<file path="src/rtl/id_branch_unit_if.sv">
// Fetch-to-decode link: the instruction handshake from IF into ID and the
// branch bus from ID back to IF.
//   IF_to_ID_Valid  fetch presents an instruction on IF_to_ID_Bus
//   IF_to_ID_Bus    {pc[31:0], inst[31:0]}
//   ID_Allow_in     ID pipeline register can accept this cycle
//   br_bus          {br_taken, br_target[31:0], br_stall}
// The master modport is the fetch side; the slave modport is the decode side.
interface id_branch_unit_if;
  logic        IF_to_ID_Valid;
  logic [63:0] IF_to_ID_Bus;
  logic        ID_Allow_in;
  logic [33:0] br_bus;

  modport master (
    output IF_to_ID_Valid,
    output IF_to_ID_Bus,
    input  ID_Allow_in,
    input  br_bus
  );

  modport slave (
    input  IF_to_ID_Valid,
    input  IF_to_ID_Bus,
    output ID_Allow_in,
    output br_bus
  );
endinterface

</file>
<file path="src/rtl/id_branch_unit.sv">
// Decode-stage front end. Holds one instruction in the ID pipeline register,
// resolves LoongArch32R branches/jumps against forwarded register operands,
// redirects fetch with a one-cycle br_taken pulse, squashes the wrong-path
// instruction already fetched and hands {pc, inst} to EX under valid/allow-in.
//
// Ports:
//   clk, reset      clock; synchronous active-high reset
//   if_id           fetch link (slave): IF_to_ID_Valid/Bus in, ID_Allow_in and br_bus out
//   rf_raddr1/2     register read addresses (rj = inst[9:5], rd = inst[4:0])
//   rf_rdata1/2     forwarded values of rj / rd
//   hazard_stall    operands of the held instruction not yet available
//   EX_Allow_in     EX can accept
//   ID_to_EX_Valid  held instruction leaves ID this cycle
//   ID_to_EX_Bus    {pc, inst} of the held instruction
//
// Build option: define ID_CMP_BRANCH_EN to decode BLT/BGE/BLTU/BGEU;
// without it those opcodes are treated as ordinary instructions.
module id_branch_unit (
  input  logic        clk,
  input  logic        reset,
  id_branch_unit_if.slave if_id,
  output logic [4:0]  rf_raddr1,
  output logic [4:0]  rf_raddr2,
  input  logic [31:0] rf_rdata1,
  input  logic [31:0] rf_rdata2,
  input  logic        hazard_stall,
  input  logic        EX_Allow_in,
  output logic        ID_to_EX_Valid,
  output logic [63:0] ID_to_EX_Bus
);

  localparam logic [5:0] OpJirl = 6'h13;
  localparam logic [5:0] OpB    = 6'h14;
  localparam logic [5:0] OpBl   = 6'h15;
  localparam logic [5:0] OpBeq  = 6'h16;
  localparam logic [5:0] OpBne  = 6'h17;
`ifdef ID_CMP_BRANCH_EN
  localparam logic [5:0] OpBlt  = 6'h18;
  localparam logic [5:0] OpBge  = 6'h19;
  localparam logic [5:0] OpBltu = 6'h1a;
  localparam logic [5:0] OpBgeu = 6'h1b;
`endif

  logic        id_valid_q, id_valid_d;
  logic [31:0] id_pc_q, id_pc_d;
  logic [31:0] id_inst_q, id_inst_d;

  logic        ready_go;
  logic        allow_in;
  logic        is_branch;
  logic        cond_taken;
  logic        br_taken;
  logic        br_stall;
  logic [31:0] br_target;
  logic [31:0] target;
  logic [5:0]  opcode;
  logic [31:0] offs16_ext;
  logic [31:0] offs26_ext;
  logic [31:0] rj_val;
  logic [31:0] rd_val;

  assign ready_go = ~hazard_stall;
  // Reset forces the handshake to its idle shape even before the register clears.
  assign allow_in = reset | ~id_valid_q | (ready_go & EX_Allow_in);

  assign opcode     = id_inst_q[31:26];
  assign offs16_ext = {{14{id_inst_q[25]}}, id_inst_q[25:10], 2'b00};
  // offs26 is split in the encoding: high bits live in inst[9:0].
  assign offs26_ext = {{4{id_inst_q[9]}}, id_inst_q[9:0], id_inst_q[25:10], 2'b00};
  assign rj_val     = rf_rdata1;
  assign rd_val     = rf_rdata2;

  assign rf_raddr1 = id_inst_q[9:5];
  assign rf_raddr2 = id_inst_q[4:0];

  always_comb begin
    is_branch  = 1'b0;
    cond_taken = 1'b0;
    target     = id_pc_q + offs16_ext;
    case (opcode)
      OpJirl: begin
        is_branch  = 1'b1;
        cond_taken = 1'b1;
        target     = rj_val + offs16_ext;
      end
      OpB, OpBl: begin
        is_branch  = 1'b1;
        cond_taken = 1'b1;
        target     = id_pc_q + offs26_ext;
      end
      OpBeq: begin
        is_branch  = 1'b1;
        cond_taken = (rj_val == rd_val);
      end
      OpBne: begin
        is_branch  = 1'b1;
        cond_taken = (rj_val != rd_val);
      end
`ifdef ID_CMP_BRANCH_EN
      OpBlt: begin
        is_branch  = 1'b1;
        cond_taken = ($signed(rj_val) < $signed(rd_val));
      end
      OpBge: begin
        is_branch  = 1'b1;
        cond_taken = ($signed(rj_val) >= $signed(rd_val));
      end
      OpBltu: begin
        is_branch  = 1'b1;
        cond_taken = (rj_val < rd_val);
      end
      OpBgeu: begin
        is_branch  = 1'b1;
        cond_taken = (rj_val >= rd_val);
      end
`endif
      default: ;
    endcase
  end

  // Taken only in the cycle the branch actually leaves ID, so it pulses once.
  assign br_taken  = ~reset & id_valid_q & ready_go & EX_Allow_in & is_branch & cond_taken;
  assign br_stall  = ~reset & id_valid_q & is_branch & ~ready_go;
  assign br_target = br_taken ? target : 32'h0;

  assign if_id.ID_Allow_in = allow_in;
  assign if_id.br_bus      = {br_taken, br_target, br_stall};

  assign ID_to_EX_Valid = ~reset & id_valid_q & ready_go;
  assign ID_to_EX_Bus   = {id_pc_q, id_inst_q};

  always_comb begin
    id_valid_d = id_valid_q;
    id_pc_d    = id_pc_q;
    id_inst_d  = id_inst_q;
    if (allow_in) begin
      // The instruction fetched alongside a taken branch is wrong-path: load it invalid.
      id_valid_d = if_id.IF_to_ID_Valid & ~br_taken;
      id_pc_d    = if_id.IF_to_ID_Bus[63:32];
      id_inst_d  = if_id.IF_to_ID_Bus[31:0];
    end
  end

  always_ff @(posedge clk) begin
    if (reset) begin
      id_valid_q <= 1'b0;
      id_pc_q    <= 32'h0;
      id_inst_q  <= 32'h0;
    end else begin
      id_valid_q <= id_valid_d;
      id_pc_q    <= id_pc_d;
      id_inst_q  <= id_inst_d;
    end
  end

endmodule

</file>
<file path="src/flat_wrapper.sv">
// flat-port wrapper written by rule: the top's interface ports become plain ports
module id_branch_unit_flat 
  (clk, reset, rf_raddr1, rf_raddr2, rf_rdata1, rf_rdata2, hazard_stall, EX_Allow_in, ID_to_EX_Valid, ID_to_EX_Bus, if_id_IF_to_ID_Valid, if_id_IF_to_ID_Bus, if_id_ID_Allow_in, if_id_br_bus);
  id_branch_unit_if if_id_i ();
  input  logic clk;
  input  logic reset;
  output logic [4:0] rf_raddr1;
  output logic [4:0] rf_raddr2;
  input  logic [31:0] rf_rdata1;
  input  logic [31:0] rf_rdata2;
  input  logic hazard_stall;
  input  logic EX_Allow_in;
  output logic ID_to_EX_Valid;
  output logic [63:0] ID_to_EX_Bus;
  input wire logic [$bits(if_id_i.IF_to_ID_Valid)-1:0] if_id_IF_to_ID_Valid;
  input wire logic [$bits(if_id_i.IF_to_ID_Bus)-1:0] if_id_IF_to_ID_Bus;
  output wire logic [$bits(if_id_i.ID_Allow_in)-1:0] if_id_ID_Allow_in;
  output wire logic [$bits(if_id_i.br_bus)-1:0] if_id_br_bus;
  assign if_id_i.IF_to_ID_Valid = if_id_IF_to_ID_Valid;
  assign if_id_i.IF_to_ID_Bus = if_id_IF_to_ID_Bus;
  assign if_id_ID_Allow_in = if_id_i.ID_Allow_in;
  assign if_id_br_bus = if_id_i.br_bus;
  id_branch_unit u_core (.clk(clk), .reset(reset), .if_id(if_id_i), .rf_raddr1(rf_raddr1), .rf_raddr2(rf_raddr2), .rf_rdata1(rf_rdata1), .rf_rdata2(rf_rdata2), .hazard_stall(hazard_stall), .EX_Allow_in(EX_Allow_in), .ID_to_EX_Valid(ID_to_EX_Valid), .ID_to_EX_Bus(ID_to_EX_Bus));
endmodule
</file>
<file path="config.mk">
export PLATFORM = sky130hd
export DESIGN_NAME = id_branch_unit_flat
export DESIGN_NICKNAME = d
export VERILOG_FILES = /design/src/rtl/id_branch_unit_if.sv /design/src/rtl/id_branch_unit.sv /design/src/flat_wrapper.sv
export SDC_FILE = /design/constraint.sdc
export NUM_CORES = 1
export LEC_CHECK = 0
export CAP_MARGIN = 40
export CORE_MARGIN = 4
export CORE_UTILIZATION = 46
export DETAILED_ROUTE_END_ITERATION = 7
export PLACE_DENSITY = 0.83
export SLEW_MARGIN = 10
export SYNTH_ARGS = -nofsm -noshare
export SYNTH_HDL_FRONTEND = slang
export SYNTH_SLANG_ARGS = --single-unit
</file>
<file path="constraint.sdc">
create_clock -name clk -period 3.7 [get_ports clk]
set_clock_uncertainty 0.15 [all_clocks]
set_input_delay 0.37 -clock clk [delete_from_list [all_inputs] [get_ports clk]]
set_output_delay 0.37 -clock clk [all_outputs]
set_load 0.02 [all_outputs]
</file>
==> out/qor.txt <==
reg-to-reg startpoint = u_core.id_inst_q[31]$_SDFFE_PP0P_
vias per cell = 5.615
Fmax = 246.7 MHz
Layout fillers = 886
met3 wire len = 2156 um
ys flop type = dfxtp_1
boundary pin count = 243
PwrDens = 283.7 nW/um^2
die width = 126.1 um
Netlist cell types = 60
Post-DRT Antenna Nets = 0
Worst Path Required = 3.18 ns
Synth Area in Simple Gates = 30.70%
Cells after Synth = 892
hold path cells = 2
setup violators final = 8
critical path endpoint = if_id_br_bus[31]
synthesized area = 6411 um^2
Max Slew Vio Count = 0
ANT cells = 0
Setup WS post-layout = -0.3542 ns
PortBufs = 242
DP Wirelength = 19880 um
Async S/R FF share, synth = 0%
WL final = 27130 um
sequential area share after synthesis = 20.30%
total core area = 13450 um^2
met1 wire length = 11010 um
outcome = finished, violations left
met2 WL = 13250 um
first-pass GRT wire length = 41030 um
maximum capacitance violations = 0
Max Used Layer = met4
Leak = 4.948 nW
non-filler cells, final = 1469
r2r worst-path depth = 11
GRT Residual Overflow = 0
number of global-route vias before repair = 8084
final hold violations = 0
first-pass iteration count of the detailed router = 5
crit-path max FO = 5
Final nets = 1483
Die Ht = 126.1 um
Critical Path End Type = primary output
CTS tree = yes
Post-synth EDFFs = 0
Clk Latency, worst-skew pair = 0.32 ns
Syn Nets = 1087
fin crit period = 4.054 ns
Clock Sinks = 65
# rows = 42
DRC Markers = 0
RSZ-0062 raised after global routing = true
crit path launch = u_core.id_inst_q[31]$_SDFFE_PP0P_
Seq cells post-synth = 65
synthesis-to-finish area growth = 71.18%
main combinational cell family by area after synthesis = simple AND/OR/NAND/NOR gates
clock slew at reported path FFs = 0.05 ns
DR iter-0 viols = 810
Syn Area/Cell = 7.187 um^2
total die area = 15890 um^2
Starting Density = 47.66%
YS warnings = 0
most common cell after layout, fill and taps aside = clkdlybuf4s50_1
H-tree depth = 3
Num CTS Buffers = 9
Post-Synth Adder-Cell Area = 12.33%
worst reg2reg endpoint = u_core.id_valid_q$_SDFFE_PP0P_
dpl cells = 1441
kind of critical path = reg -> out
routability cong. = 0.9191
fraction of synthesized area in multiplexers = 0.3123%
critical path launch point type = flip-flop
Post-Synth XOR/XNOR Area = 10.38%
Relative slew margins = 55.43%
via count = 8249
Data arrival, critical path = 3.53 ns
final period utilization = 109.6%
maximum VDD drop = 0.3691 mV
Synth Area in Compound Gates = 21.51%
layout cells sized above 1 = 25.06%
Reg2Reg Setup Slack = 1.65 ns
DR WL/cell = 18.47 um
All-Layer GR Usage = 31.37%
commonest non-fill, non-tap cells in the layout = 206 x clkdlybuf4s50_1, 203 x nand2_1, 200 x buf_4
initial antenna violation count = 0
Max Root-Sink Buffers = 2
Hold WC Path Type = reg -> reg
failing checks = setup timing
Slew @ Worst Pin = 0.6686 ns
Power, Total = 3.113 mW
pin count of the biggest net entering global routing = 67
clk root buf = clkbuf_16
power by group:
| group | internal (mW) | leakage, nW | switching, mW |
|---|---|---|---|
| Clock | 0.485 | 0.137 | 0.299 |
| Combinational | 0.767 | 4.27 | 0.736 |
| Sequential | 0.756 | 0.544 | 0.0697 |
flip-flops by register name, indices dropped and copies added (netlist names):
register / flops
u_core.id_inst_q: 32
u_core.id_valid_q: 1
u_core.id_pc_q: 32
critical path, cell delays in order (launching register included):
cell	delay, ns
dfxtp_2	0.34
nor2_4	0.16
nand3_4	0.12
o21ai_4	0.28
nand2_2	0.12
ha_4	0.31
a21oi_4	0.06
o21ai_2	0.19
a41oi_2	0.08
or4b_4	0.53
a21oi_4	0.16
o41ai_2	0.11
mux2i_1	0.14
a2111oi_2	0.25
buf_4	0.17
a211oi_2	0.03
buf_4	0.16
cells in the mapped netlist (4+ instances only):
master     number  share of area [%]
nand2_1       209                 12
a21oi_1        75                5.9
nand3b_1       66                7.7
dfxtp_1        65                 20
ha_1           60                 12
nor2_1         60                3.5
xnor2_1        59                8.1
clkbuf_1       30                1.8
o21ai_0        30                2.3
a21o_1         19                2.2
inv_1          17                1.0
xor2_1         17                2.3
a211oi_1       16                1.9
buf_4          12                1.4
nand3_1        12               0.94
nand4_1        11                1.1
nor3_1         10               0.78
o21ai_1        10               0.78
or3_1           9               0.88
nand2b_1        8               0.78
o211ai_1        8               0.94
nor2b_1         7               0.68
o21a_1          7               0.82
o21bai_1        6               0.70
and3_1          5               0.49
a2111oi_0       4               0.55
a21oi_2         4               0.55
buf_1           4               0.23
worst min-delay path by stage:
| stage | endpoint | start | slack (ns) |
|---|---|---|---|
| after floorplan | u_core.id_pc_q[10]$_SDFFE_PP0P_ | if_id_IF_to_ID_Bus[42] | 0.36 |
| after global placement | u_core.id_pc_q[25]$_SDFFE_PP0P_ | u_core.id_pc_q[25]$_SDFFE_PP0P_ | 0.30 |
| after detailed placement | u_core.id_pc_q[25]$_SDFFE_PP0P_ | u_core.id_pc_q[25]$_SDFFE_PP0P_ | 0.30 |
| after CTS | u_core.id_pc_q[10]$_SDFFE_PP0P_ | u_core.id_pc_q[10]$_SDFFE_PP0P_ | 0.31 |
| after global routing | u_core.id_pc_q[0]$_SDFFE_PP0P_ | u_core.id_pc_q[0]$_SDFFE_PP0P_ | 0.33 |
| final | u_core.id_pc_q[10]$_SDFFE_PP0P_ | u_core.id_pc_q[10]$_SDFFE_PP0P_ | 0.32 |
per-stage QoR:
stage | cell area, um^2 | util [%] | hold WS (ns) | setup TNS, ns | setup slack (ns)
after floorplan | 6437 | - | 0.3640 | 0 | 0.002823
after global placement | 10210 | 75.90 | 0.2952 | -10.89 | -0.6517
after detailed placement | 10210 | 75.90 | 0.3003 | -14.42 | -0.6767
after CTS | 10720 | 79.70 | 0.3137 | -0.9129 | -0.2402
after global routing | 10970 | 81.58 | 0.3344 | -3.363 | -0.5164
final | 10970 | 81.58 | 0.3155 | -2.029 | -0.3542
timing repair:
item                                    4_1_cts  5_1_grt
hold buffers                                  0        0
setup buffers                                 7        5
pin swaps                                    20       33
gates resized for setup                     139       87
endpoints found under the setup margin       33       30
gates cloned                                  0        0
cell type report:
type | count | area, um^2 | area share [%]
Tap cell | 176 | 220.2 | 2.007
Clock inverter | 5 | 30.03 | 0.2736
Sequential cell | 65 | 1314 | 11.97
Timing Repair Buffer | 432 | 3776 | 34.41
Clock buffer | 11 | 252.7 | 2.303
Inverter | 17 | 63.81 | 0.5815
Multi-Input combinational cell | 763 | 5318 | 48.46
logic make-up (layout without fill, tap and decap cells):
logic type | Yosys count | in the layout
and+or+nand+nor | 411 | 411
AOI/OAI and AO/OA | 212 | 212
xor gates and xnor gates | 76 | 76
DFF | 65 | 65
buffers and inverters | 64 | 465
adders and majority gates | 62 | 62
muxes | 2 | 2
routing by layer:
metal | vias to the layer above | track usage, %
li1 | 3937 | -
met1 | 3801 | 39.00
met2 | 447 | 54.77
met3 | 64 | 6.351
met4 | 0 | 9.211
met5 | - | 0
No activity file was read; power rests on OpenSTA's default activity.
